**src/rtl/attosoc_mem_arbiter_pkg.sv**
```systemverilog
// Shared definitions for the attosoc two-master memory arbiter:
// bus widths, FSM state encoding, request bundle and the winner-selection helper.
package attosoc_mem_arbiter_pkg;

    localparam int ADDR_W = 32;
    localparam int DATA_W = 32;
    localparam int STRB_W = 4;

    typedef enum logic {
        ST_IDLE  = 1'b0,
        ST_GRANT = 1'b1
    } state_t;

    typedef struct packed {
        logic              instr;
        logic [ADDR_W-1:0] addr;
        logic [DATA_W-1:0] wdata;
        logic [STRB_W-1:0] wstrb;
    } bus_req_t;

    // Winner index. When both masters request, the one not served last wins.
    function automatic logic pick_winner(
        input logic v0,
        input logic v1,
        input logic last
    );
        if (v0 && v1) begin
            return ~last;
        end
        return v1;
    endfunction

endpackage

```
**src/rtl/attosoc_mem_arbiter_watchdog.sv**
```systemverilog
// Saturating grant watchdog: counts enabled cycles since the last clear.
// Ports: clk, resetn, clear (zero the count), enable (count one cycle), expire (count reached limit).
module attosoc_bus_watchdog #(
    parameter int TIMEOUT_CYCLES = 255
) (
    input  logic clk,
    input  logic resetn,
    input  logic clear,
    input  logic enable,
    output logic expire
);

    // A zero limit still needs one counter bit; that bit never moves.
    localparam int CW = (TIMEOUT_CYCLES > 0) ? $clog2(TIMEOUT_CYCLES + 1) : 1;
    localparam logic [CW-1:0] LIMIT = CW'(TIMEOUT_CYCLES);

    logic [CW-1:0] count;

    always_ff @(posedge clk or negedge resetn) begin
        if (!resetn) begin
            count <= '0;
        end else if (clear) begin
            count <= '0;
        end else if (enable && (count != LIMIT)) begin
            count <= count + CW'(1);
        end
    end

    assign expire = (TIMEOUT_CYCLES != 0) && (count == LIMIT);

endmodule

```
**src/rtl/attosoc_mem_arbiter.sv**
```systemverilog
// Two-master round-robin arbiter for the native memory bus, with a grant watchdog
// that terminates stalled transfers with an error response.
// Ports: clk/resetn; m0_* and m1_* master requests and responses; s_* forwarded request
// to the decoder and its ready/rdata; owner = current/last grant; timeout_err = watchdog pulse.
module attosoc_mem_arbiter
    import attosoc_mem_arbiter_pkg::*;
#(
    parameter int          TIMEOUT_CYCLES = 255,
    parameter logic [31:0] ERR_RDATA      = 32'h0000_0000
) (
    input  logic              clk,
    input  logic              resetn,
    input  logic              m0_valid,
    input  logic              m0_instr,
    input  logic [ADDR_W-1:0] m0_addr,
    input  logic [DATA_W-1:0] m0_wdata,
    input  logic [STRB_W-1:0] m0_wstrb,
    output logic              m0_ready,
    output logic [DATA_W-1:0] m0_rdata,
    input  logic              m1_valid,
    input  logic              m1_instr,
    input  logic [ADDR_W-1:0] m1_addr,
    input  logic [DATA_W-1:0] m1_wdata,
    input  logic [STRB_W-1:0] m1_wstrb,
    output logic              m1_ready,
    output logic [DATA_W-1:0] m1_rdata,
    output logic              s_valid,
    output logic              s_instr,
    output logic [ADDR_W-1:0] s_addr,
    output logic [DATA_W-1:0] s_wdata,
    output logic [STRB_W-1:0] s_wstrb,
    input  logic              s_ready,
    input  logic [DATA_W-1:0] s_rdata,
    output logic              owner,
    output logic              timeout_err
);

    state_t   state;
    state_t   state_nxt;
    logic     owner_nxt;
    logic     last;
    logic     last_nxt;
    bus_req_t req0;
    bus_req_t req1;
    bus_req_t sel;
    logic     own_valid;
    logic     expire;
    logic     done;
    logic     tout;
    logic     respond;
    logic [DATA_W-1:0] resp_data;

    assign req0      = {m0_instr, m0_addr, m0_wdata, m0_wstrb};
    assign req1      = {m1_instr, m1_addr, m1_wdata, m1_wstrb};
    assign sel       = owner ? req1 : req0;
    assign own_valid = owner ? m1_valid : m0_valid;

    // A late s_ready beats an expiring watchdog in the same cycle.
    assign done = (state == ST_GRANT) && own_valid && s_ready;
    assign tout = (state == ST_GRANT) && own_valid && expire && !s_ready;

    attosoc_bus_watchdog #(
        .TIMEOUT_CYCLES(TIMEOUT_CYCLES)
    ) u_watchdog (
        .clk   (clk),
        .resetn(resetn),
        .clear (state == ST_IDLE),
        .enable((state == ST_GRANT) && !s_ready),
        .expire(expire)
    );

    always_ff @(posedge clk or negedge resetn) begin
        if (!resetn) begin
            state <= ST_IDLE;
            owner <= 1'b0;
            last  <= 1'b1;
        end else begin
            state <= state_nxt;
            owner <= owner_nxt;
            last  <= last_nxt;
        end
    end

    always_comb begin
        state_nxt   = state;
        owner_nxt   = owner;
        last_nxt    = last;
        s_valid     = 1'b0;
        s_instr     = 1'b0;
        s_addr      = '0;
        s_wdata     = '0;
        s_wstrb     = '0;
        respond     = 1'b0;
        resp_data   = '0;
        timeout_err = 1'b0;
        unique case (state)
            ST_IDLE: begin
                if (m0_valid || m1_valid) begin
                    owner_nxt = pick_winner(m0_valid, m1_valid, last);
                    state_nxt = ST_GRANT;
                end
            end
            ST_GRANT: begin
                s_valid = own_valid && !tout;
                s_instr = sel.instr;
                s_addr  = sel.addr;
                s_wdata = sel.wdata;
                s_wstrb = sel.wstrb;
                if (done) begin
                    respond   = 1'b1;
                    resp_data = s_rdata;
                    last_nxt  = owner;
                    state_nxt = ST_IDLE;
                end else if (tout) begin
                    respond     = 1'b1;
                    resp_data   = ERR_RDATA;
                    timeout_err = 1'b1;
                    state_nxt   = ST_IDLE;
                end else if (!own_valid) begin
                    // Master abandoned the request: release without a ready.
                    state_nxt = ST_IDLE;
                end
            end
        endcase
    end

    assign m0_ready = respond && !owner;
    assign m1_ready = respond && owner;
    assign m0_rdata = (respond && !owner) ? resp_data : '0;
    assign m1_rdata = (respond && owner) ? resp_data : '0;

endmodule
```
**config.mk**
```make
export PLATFORM = sky130hd
export DESIGN_NAME = attosoc_mem_arbiter
export DESIGN_NICKNAME = d
export VERILOG_FILES = /design/src/rtl/attosoc_mem_arbiter_pkg.sv /design/src/rtl/attosoc_mem_arbiter_watchdog.sv /design/src/rtl/attosoc_mem_arbiter.sv
export SDC_FILE = /design/constraint.sdc
export NUM_CORES = 1
export LEC_CHECK = 0
export BUFFER_PORTS_ARGS = -buffer_cell sky130_fd_sc_hd__buf_2
export CORE_AREA = 2 2 123 125
export CTS_CLUSTER_DIAMETER = 50
export DETAILED_ROUTE_END_ITERATION = 6
export DIE_AREA = 0 0 125 127
export GPL_ROUTABILITY_DRIVEN = 0
export PLACE_DENSITY = 0.49
export SLEW_MARGIN = 20
export SYNTH_ARGS = -nofsm -noshare
export SYNTH_HDL_FRONTEND = slang
export SYNTH_HIERARCHICAL = 1
export SYNTH_SLANG_ARGS = --single-unit
```
**constraint.sdc**
```tcl
create_clock -name clk -period 1.5 [get_ports clk]
set_clock_uncertainty 0.15 [all_clocks]
set_input_delay 0.3 -clock clk [delete_from_list [all_inputs] [get_ports clk]]
set_output_delay 0.3 -clock clk [all_outputs]
set_load 0.03 [all_outputs]
```
==> flow_summary.json, run 1 <==
{
  "status": "finished with violations",
  "violations": "negative setup slack",
  "hold_violations": 0,
  "yosysUniqueCellTypes": 40,
  "min_period_over_period_pct": 136,
  "port_buffers": 312,
  "die_area_mm2": 0.0159,
  "critPathArrivalTime_ns": 1.58,
  "wirelength_mm": 12.1,
  "wl_per_cell_um": 14.6,
  "final_common_cell": "buf_2",
  "p_int_mw": 3.68,
  "hp-class": "in2async",
  "grt_max_degree": 33,
  "syn_to_final_growth_pct": 159,
  "initialDrtViolationCount": 74,
  "core_area_mm2": 0.0144,
  "die_h_um": 127,
  "hold_ws_ns": 0.316,
  "numCtsBuffers": 3,
  "cts_tree": "done",
  "crit_path_start_kind": "flip-flop",
  "cts.sinks": 11,
  "hpwl_mm": 8.86,
  "clk_pin_slew_ns": 0.05,
  "drc_errors": 0,
  "setup_viol": 145,
  "crit_path_end_kind": "primary output",
  "synth_area_mm2": 0.00228,
  "clock-root-buffer": "clkbuf_16",
  "grt_pass1_vias": 3460,
  "syn_nets": 469,
  "clkLatencyLatePin_ns": 0.24,
  "p_per_area_mw_per_mm2": 1200,
  "antenna_found_initial": 0,
  "slew_headroom_pct": 81.2,
  "yosysSeqAreaShare_pct": 12.1,
  "criticalPathCategory": "reg2out",
  "rows": 44,
  "n_antenna_cell": 0,
  "fin_nets": 818,
  "period_needed_ns": 2.03,
  "rsz0062_at_grt": "true",
  "boundaryPins": 313,
  "worstMarginPinSlew_ns": 0.281,
  "drt-pass1-iter-count": 4,
  "layout_common_cells": "buf_2, buf_6, nor2_2",
  "switching_share_pct": 48.2,
  "finalWorstSetupSlack_ns": -0.534,
  "synthCells": 293,
  "vias": 3456,
  "clkPwrFrac_pct": 7.1,
  "cts_buffer_depth": 2,
  "ant_nets": 0,
  "synth-seq-cells": 11,
  "final_util_pct": 40.8,
  "layout-drive-gt1-share_pct": 87.1,
  "grt_usage_pct": 13.2,
  "power.switching_mw": 3.42,
  "h-tree-depth": 1,
  "irDropWorstVdd_uv": 594,
  "worstPathRequired_ns": 1.05,
  "yosys_warnings": 6,
  "combPwrFrac_pct": 87.2,
  "via_per_inst": 4.19,
  "grt_pass1_wl_mm": 17.6,
  "drv_slew": 0,
  "seqPwrFrac_pct": 5.6,
  "clock.fmax_mhz": 492,
  "chipWidth_um": 125,
  "grt_overflow": 0,
  "path_max_fanout": 16,
  "avgSynthCellArea_um2": 7.78,
  "leakage_nw": 2.97,
  "drv_cap": 0,
  "initial_utilization_pct": 15.8
}
## Yosys cell counts (all sizes together)
master  instances  area (um2)
a211oi          2        15.0
a21boi          1        11.3
a21oi           4        20.0
a31oi           1        6.26
a32o            1        10.0
a41oi           1        8.76
and2           64         400
and3            2        12.5
and3b           1        8.76
and4            2        22.5
and4b           1        13.8
buf            16         224
clkbuf          7        26.3
dfrtp          10         250
dfstp           1        26.3
ha              1        12.5
inv             1        3.75
mux2            2        26.3
mux2i          71         711
nand2           4        15.0
nand2b          4        25.0
nand3           2        10.0
nand4           2        18.8
nor2           75         282
nor2b           4        25.0
nor3            4        25.0
nor3b           1        7.51
nor4bb          1        10.0
o2111a          1        11.3
o21ai           2        10.0
o31ai           1        7.51
o32ai           1        8.76
or3             1        6.26
or4             1        7.51
## flip-flops by register name (all words and copies together) (netlist names)
signal,cells
owner,1
u_watchdog/count,8
state,1
last,1
## per-layer routing
layer	global-route usage [%]	share of wire, %	vias to the layer above
met2	27.0	56	146
met1	14.5	37	1610
met4	2.16	1.1	0
met3	1.97	5.7	11
met5	0	0	-
li1	-	-	1689
## final timing paths
check / endpoint / slack (ns) / from / cells past startpoint
min in group clk: state / 0.32 / s_ready / 3
worst max register to register: u_watchdog/count[0] / -0.10 / u_watchdog/count[1] / 5
worst max-delay path: m0_rdata[24] / -0.53 / owner / 4
worst min-delay path: u_watchdog/count[0] / 0.32 / resetn / 2
worst min register to register: last / 0.39 / last / 2
max in group asynchronous: last / 0.61 / resetn / 2
## area by class of cell
type,instances,area (um2)
clock buffer,4,78.8
fill,1399,8530
inverter,1,11.3
multi-input combinational,258,2310
sequential,11,282
tap,184,230
timing repair buffer,367,2980
## repair_timing
action	CTS	global route
setup buffers	4	3
cloned	3	3
hold endpoints to repair	10	0
hold buffers	1	0
resized for setup	250	59
pin swaps	8	11
endpoints found under the setup margin	145	146
## power by group through the flow
stage	combinational (mW)	clock, mW	sequential (mW)
after floorplan	3.59	0	0.429
after global placement	4.80	0	0.400
after detailed placement	4.84	0	0.402
after CTS	5.86	0.513	0.398
after global routing	6.50	0.525	0.409
final	6.19	0.504	0.401
## kinds of logic after synthesis
kind of cell    count (synthesis)  synth area share, %
simple gates                  169                 39.0
buf+inv                        24                 11.1
flops                          11                 12.1
mux                            73                 32.3
fa+ha+maj                       1                0.549
compound gates                 15                 4.78
## worst max-delay path, stage by stage, from the launching register on
cell	delay [ns]
dfrtp_4	0.49
and4b_4	0.39
clkbuf_16	0.19
and2_4	0.15
buf_6	0.12
## per-stage QoR
step | TNS, ns | cell area [um2] | setup slack, ns | total power, mW | instances
6_report | -62.07 | 5890 | -0.534 | 7.10 | 825
3_5_place_dp | -30.72 | 4610 | -0.300 | 5.25 | 808
4_1_cts | -61.47 | 5590 | -0.530 | 6.77 | 820
3_3_place_gp | -29.34 | 4610 | -0.274 | 5.20 | 808
5_1_grt | -68.00 | 5890 | -0.574 | 7.44 | 825
2_1_floorplan | -20.42 | 2660 | -0.327 | 4.01 | 293
No activity file was read; power rests on OpenSTA's default activity.
==> inputs of run 2 (changes only) <==
--- a/config.mk
+++ b/config.mk
@@ -6,14 +6,13 @@
 export NUM_CORES = 1
 export LEC_CHECK = 0
 export BUFFER_PORTS_ARGS = -buffer_cell sky130_fd_sc_hd__buf_2
-export CORE_AREA = 2 2 123 125
+export CORE_AREA = 2 2 122 124
 export CTS_CLUSTER_DIAMETER = 50
 export DETAILED_ROUTE_END_ITERATION = 6
-export DIE_AREA = 0 0 125 127
+export DIE_AREA = 0 0 124 126
 export GPL_ROUTABILITY_DRIVEN = 0
 export PLACE_DENSITY = 0.49
 export SLEW_MARGIN = 20
 export SYNTH_ARGS = -nofsm -noshare
 export SYNTH_HDL_FRONTEND = slang
-export SYNTH_HIERARCHICAL = 1
 export SYNTH_SLANG_ARGS = --single-unit
==> flow_summary.json, run 2 <==
{
  "status": "finished with violations",
  "violations": "negative setup slack",
  "grt_overflow": 0,
  "die_area_mm2": 0.0156,
  "place_area_mm2": 0.00461,
  "cts_tree": "done",
  "synth_top_area_cell": "mux2i_1",
  "hold_ws_ns": 0.316,
  "synth_area_mm2": 0.00216,
  "synthArstFlopShare_pct": 100,
  "max_stage_delay_ns": 0.53,
  "dp_cells": 802,
  "fin_nets": 815,
  "post-place-ws_ns": -0.316,
  "critPathArrivalTime_ns": 1.58,
  "criticalPathCategory": "reg2out",
  "grt_pass1_wl_mm": 16.4,
  "yosysSeqAreaShare_pct": 12.8,
  "synth_edf_count": 0,
  "timing.setup.tns_ns": -64.71,
  "grt_max_degree": 33,
  "synthCells": 289,
  "instances_no_fill": 823,
  "r2r_end": "u_watchdog.count[5]",
  "largest_reg_flops": 8,
  "via_per_inst": 4.10,
  "hold_violations": 0,
  "hpwl_mm": 9.15,
  "fin_total_pwr_mw": 8.03,
  "setup_viol": 143,
  "core_area_mm2": 0.0143,
  "die_h_um": 126,
  "numCtsBuffers": 3,
  "syn_to_final_growth_pct": 169,
  "reg2regPathDepth": 5,
  "path_max_fanout": 7,
  "slew_headroom_pct": 82.9,
  "syn_nets": 465,
  "initialDrtViolationCount": 63,
  "r2r_start": "u_watchdog.count[1]",
  "crit_path_start_kind": "flip-flop",
  "yosys_warnings": 0,
  "crit_end": "m1_ready",
  "cts.sinks": 11,
  "cts_buffer_depth": 2,
  "worstPathRequired_ns": 1.05,
  "clk_pin_slew_ns": 0.04,
  "synth_area_leaders": "mux2i_1, and2_1, nor2_1",
  "drc_errors": 0,
  "worstMarginPinSlew_ns": 0.256,
  "boundaryPins": 313,
  "drv_slew": 0,
  "leakage_nw": 3.00,
  "clock-root-buffer": "clkbuf_16",
  "grt_pass1_vias": 3376,
  "synth-seq-cells": 11,
  "layout-drive-gt1-share_pct": 87.8,
  "chipWidth_um": 124,
  "drv_cap": 0,
  "period_needed_ns": 2.03,
  "hp-class": "in2async",
  "drt-pass1-iter-count": 4,
  "synth_common_cells": "mux2i_1, nor2_1, and2_1",
  "avgSynthCellArea_um2": 7.48,
  "yosysUniqueCellTypes": 42,
  "initial_utilization_pct": 15.1,
  "ant_nets": 0,
  "reg2reg_setup_slack_ns": -0.07,
  "synth_flop_cell": "dfrtp_1",
  "rows": 44,
  "crit_path_end_kind": "primary output",
  "n_fill_cell": 1401,
  "synth_top_area_share_pct": 33.3,
  "grt_usage_pct": 13.2,
  "regMostFlops": "u_watchdog.count",
  "irDropWorstVdd_uv": 845,
  "wirelength_mm": 11.6,
  "crit_slowest_cell": "dfrtp_4",
  "rsz0062_at_grt": "true",
  "antenna_found_initial": 1,
  "clkLatencyLatePin_ns": 0.23,
  "startpoint": "owner",
  "final_util_pct": 40.6,
  "layout_common_cells": "buf_2, buf_6, nor2_2",
  "wl_per_cell_um": 14.1,
  "design_area_mm2": 0.00581,
  "synth_most_common_cell": "mux2i_1",
  "finalWorstSetupSlack_ns": -0.531,
  "vias": 3374,
  "port_buffers": 312,
  "cp_cell_sequence": "buf_4 -> mux2_4 -> nand2_8 -> nor3b_4 -> buf_6",
  "min_period_over_period_pct": 135,
  "final_common_cell": "buf_2",
  "h-tree-depth": 1,
  "p_per_area_mw_per_mm2": 1380,
  "clock.fmax_mhz": 492
}
run 2: cell types whose count changed after synthesis, sizes merged, moves of 2 or more:
| cell | previous run | this run |
|---|---|---|
| nand2 | 4 | 11 |
| nor2 | 75 | 71 |
| nor2b | 4 | 1 |
| nand2b | 4 | 2 |
run 2: how the worst min path moves through the flow:
stage / start / to / cells after the start / slack (ns)
2_1_floorplan: resetn / owner / 0 / -0.15
3_3_place_gp: resetn / u_watchdog.count[5] / 1 / 0.05
3_5_place_dp: resetn / u_watchdog.count[5] / 1 / 0.04
4_1_cts: resetn / u_watchdog.count[5] / 2 / 0.33
5_1_grt: resetn / u_watchdog.count[5] / 2 / 0.36
6_report: resetn / u_watchdog.count[5] / 2 / 0.32
run 2: kinds of logic (layout without fill, tap and decap cells):
group | count (synthesis) | in the layout | synth area share [%]
fa+ha+maj | 1 | 1 | 0.579
flops | 11 | 11 | 12.8
simple gates | 164 | 164 | 40.5
mux | 73 | 73 | 34.0
other cells | 0 | 1 | 0
compound gates | 14 | 14 | 5.44
buf+inv | 26 | 375 | 6.66
run 2: power by group:
group | internal [mW] | switching [mW] | total (mW)
clock | 0.356 | 0.125 | 0.481
sequential | 0.369 | 0.0759 | 0.445
combinational | 3.50 | 3.60 | 7.10
run 2: layer usage:
layer	vias to the layer above	wire, um	GRT usage, %
met5	-	0	0
met4	0	55	1.45
met3	4	811	1.45
met2	172	6460	27.3
met1	1528	4300	14.2
li1	1670	-	-
run 2: timing repair:
action | in CTS | in global routing
cloned | 3 | 4
resized for setup | 191 | 82
endpoints found under the hold margin | 10 | 0
hold buffers | 1 | 0
pin swaps | 11 | 8
buffers inserted | 8 | 2
endpoints found under the setup margin | 145 | 147
run 2: area by class of cell:
class | instances | area (um2) | area share [%]
Timing Repair Buffer | 369 | 2850 | 49.0
Multi-Input combinational cell | 252 | 2360 | 40.6
Sequential cell | 11 | 280 | 4.82
Tap cell | 184 | 230 | 3.96
Clock buffer | 4 | 78.8 | 1.36
Inverter | 2 | 10.0 | 0.172
Antenna cell | 1 | 2.50 | 0.0431
run 2: worst max-delay path, delay by kind of cell (launching register included):
family | cells | cell delay [ns]
buf+inv | 2 | 0.31
simple gates | 2 | 0.27
mux | 1 | 0.23
flops | 1 | 0.53
==> inputs of run 3 (changes only) <==
--- a/config.mk
+++ b/config.mk
@@ -12,6 +12,7 @@
 export DIE_AREA = 0 0 124 126
 export GPL_ROUTABILITY_DRIVEN = 0
 export PLACE_DENSITY = 0.49
+export SETUP_SLACK_MARGIN = 0.1
 export SLEW_MARGIN = 20
 export SYNTH_ARGS = -nofsm -noshare
 export SYNTH_HDL_FRONTEND = slang
==> flow_summary.json, run 3 (synthesized netlist as in run 2, its figures left out) <==
{
  "status": "finished with violations",
  "boundaryPins": 313,
  "design_area_mm2": 0.00568,
  "chipWidth_um": 124,
  "path_max_fanout": 32,
  "via_per_inst": 4.09,
  "drv_slew": 0,
  "r2r_end": "last",
  "hp-class": "in2reg",
  "fin_nets": 811,
  "setup_viol": 144,
  "grt_pass1_vias": 3391,
  "final_util_pct": 39.7,
  "instances_no_fill": 818,
  "n_fill_cell": 1449,
  "reg2regPathDepth": 6,
  "holdPathEnd": "state",
  "cts.sinks": 11,
  "path_buf_inv": 2,
  "cts_tree": "done",
  "min_period_over_period_pct": 133,
  "die_h_um": 126,
  "clock-root-buffer": "clkbuf_16",
  "clock.fmax_mhz": 502,
  "regMostFlops": "u_watchdog.count",
  "critPathArrivalTime_ns": 1.54,
  "drt-pass1-iter-count": 4,
  "syn_to_final_growth_pct": 163,
  "grt_max_degree": 34,
  "clk_pin_slew_ns": 0.04,
  "place_area_mm2": 0.00461,
  "layout_common_cells": "buf_2, buf_6, nor2_2",
  "ant_nets": 0,
  "grt_pass1_wl_mm": 16.9,
  "numCtsBuffers": 3,
  "antenna_found_initial": 0,
  "max_stage_delay_ns": 0.50,
  "vias": 3348,
  "hold_path_startpoint": "m1_valid",
  "fin_total_pwr_mw": 7.70,
  "reg2reg_setup_slack_ns": -0.13,
  "hold_ws_ns": 0.234,
  "clkLatencyLatePin_ns": 0.24,
  "irDropWorstVdd_uv": 644,
  "port_buffers": 312,
  "worstPathRequired_ns": 1.05,
  "die_area_mm2": 0.0156,
  "leakage_nw": 2.92,
  "wl_per_cell_um": 14.3,
  "drc_errors": 0,
  "period_needed_ns": 1.99,
  "whs_path_depth": 3,
  "dp_cells": 805,
  "initialDrtViolationCount": 90,
  "rsz0062_at_grt": "true",
  "final_common_cell": "buf_2",
  "worstMarginPinSlew_ns": 0.293,
  "layout-drive-gt1-share_pct": 88.8,
  "crit_path_end_kind": "primary output",
  "wirelength_mm": 11.7,
  "post-place-ws_ns": -0.326,
  "cts_buffer_depth": 2,
  "grt_usage_pct": 13.7,
  "cp_cell_sequence": "and4b_2 -> buf_12 -> and2_4 -> buf_6",
  "grt_overflow": 0,
  "core_area_mm2": 0.0143,
  "violations": "negative setup slack",
  "timing.setup.tns_ns": -61.32,
  "criticalPathCategory": "reg2out",
  "crit_path_start_kind": "flip-flop",
  "hpwl_mm": 9.36,
  "slew_headroom_pct": 80.5,
  "largest_reg_flops": 8,
  "p_per_area_mw_per_mm2": 1360,
  "drv_cap": 0,
  "initial_utilization_pct": 15.1,
  "worst_path_dominant_cell_family": "flip-flops",
  "hold_violations": 0,
  "crit_slowest_cell": "dfrtp_4",
  "n_antenna_cell": 0,
  "rows": 44,
  "h-tree-depth": 1,
  "r2r_start": "owner",
  "finalWorstSetupSlack_ns": -0.494
}
run 3: changes by cell type in the layout (fill, tap and decap cells not counted), moves of 2 or more:
cell       previous run  this run
mux2i_4               9         4
and2_4               61        64
nor2_4                1         3
clkbuf_16             6         4
clkbuf_4              1         3
buf_4                41        62
buf_2               215       197
mux2i_2              27        33
buf_16                5         3
and2_1                3         0
buf_12                8         4
nor2_2               69        67
run 3: report_power, final:
group / internal, mW / leakage [nW] / total [mW] / switching, mW
logic: 3.21 / 2.74 / 6.79 / 3.58
clock network: 0.356 / 0.0382 / 0.482 / 0.126
registers: 0.371 / 0.142 / 0.429 / 0.0581
run 3: area by class of cell:
cell class              count  area, um2  share of cell area [%]
clock buffers               4       78.8                    1.39
inverters                   2       8.76                   0.154
multi-input cells         252       2350                    41.3
flip-flops and latches     11        282                    4.96
well taps                 184        230                    4.05
repair buffers            365       2730                    48.1
run 3: per-layer routing:
layer | GRT usage [%] | vias to the layer above | part of all wire, %
li1 | - | 1662 | -
met1 | 15.5 | 1514 | 38
met2 | 27.5 | 165 | 54
met3 | 0.951 | 7 | 7.0
met4 | 2.45 | 0 | 0.87
met5 | 0 | - | 0
run 3: worst min-delay path: stages:
cell       delay (ns)
buf_2            0.13
nor2_1           0.08
o2bb2ai_1        0.07
run 3: what timing repair did:
action	CTS	global route
cloned	2	1
hold buffers	1	0
endpoints found under the hold margin	10	0
gates resized for setup	224	41
pin swaps	9	5
setup buffers	4	2
setup endpoints to repair	147	148
run 3: worst max-delay path by stage:
stage / startpoint / to / slack (ns) / depth (start not counted)
4_1_cts: owner / s_wdata[20] / -0.52 / 5
5_1_grt: owner / m0_rdata[25] / -0.55 / 4
6_report: owner / m0_rdata[25] / -0.49 / 4
3_3_place_gp: owner / s_wdata[16] / -0.29 / 5
3_5_place_dp: owner / s_wdata[20] / -0.33 / 5
2_1_floorplan: owner / m1_ready / -0.27 / 4
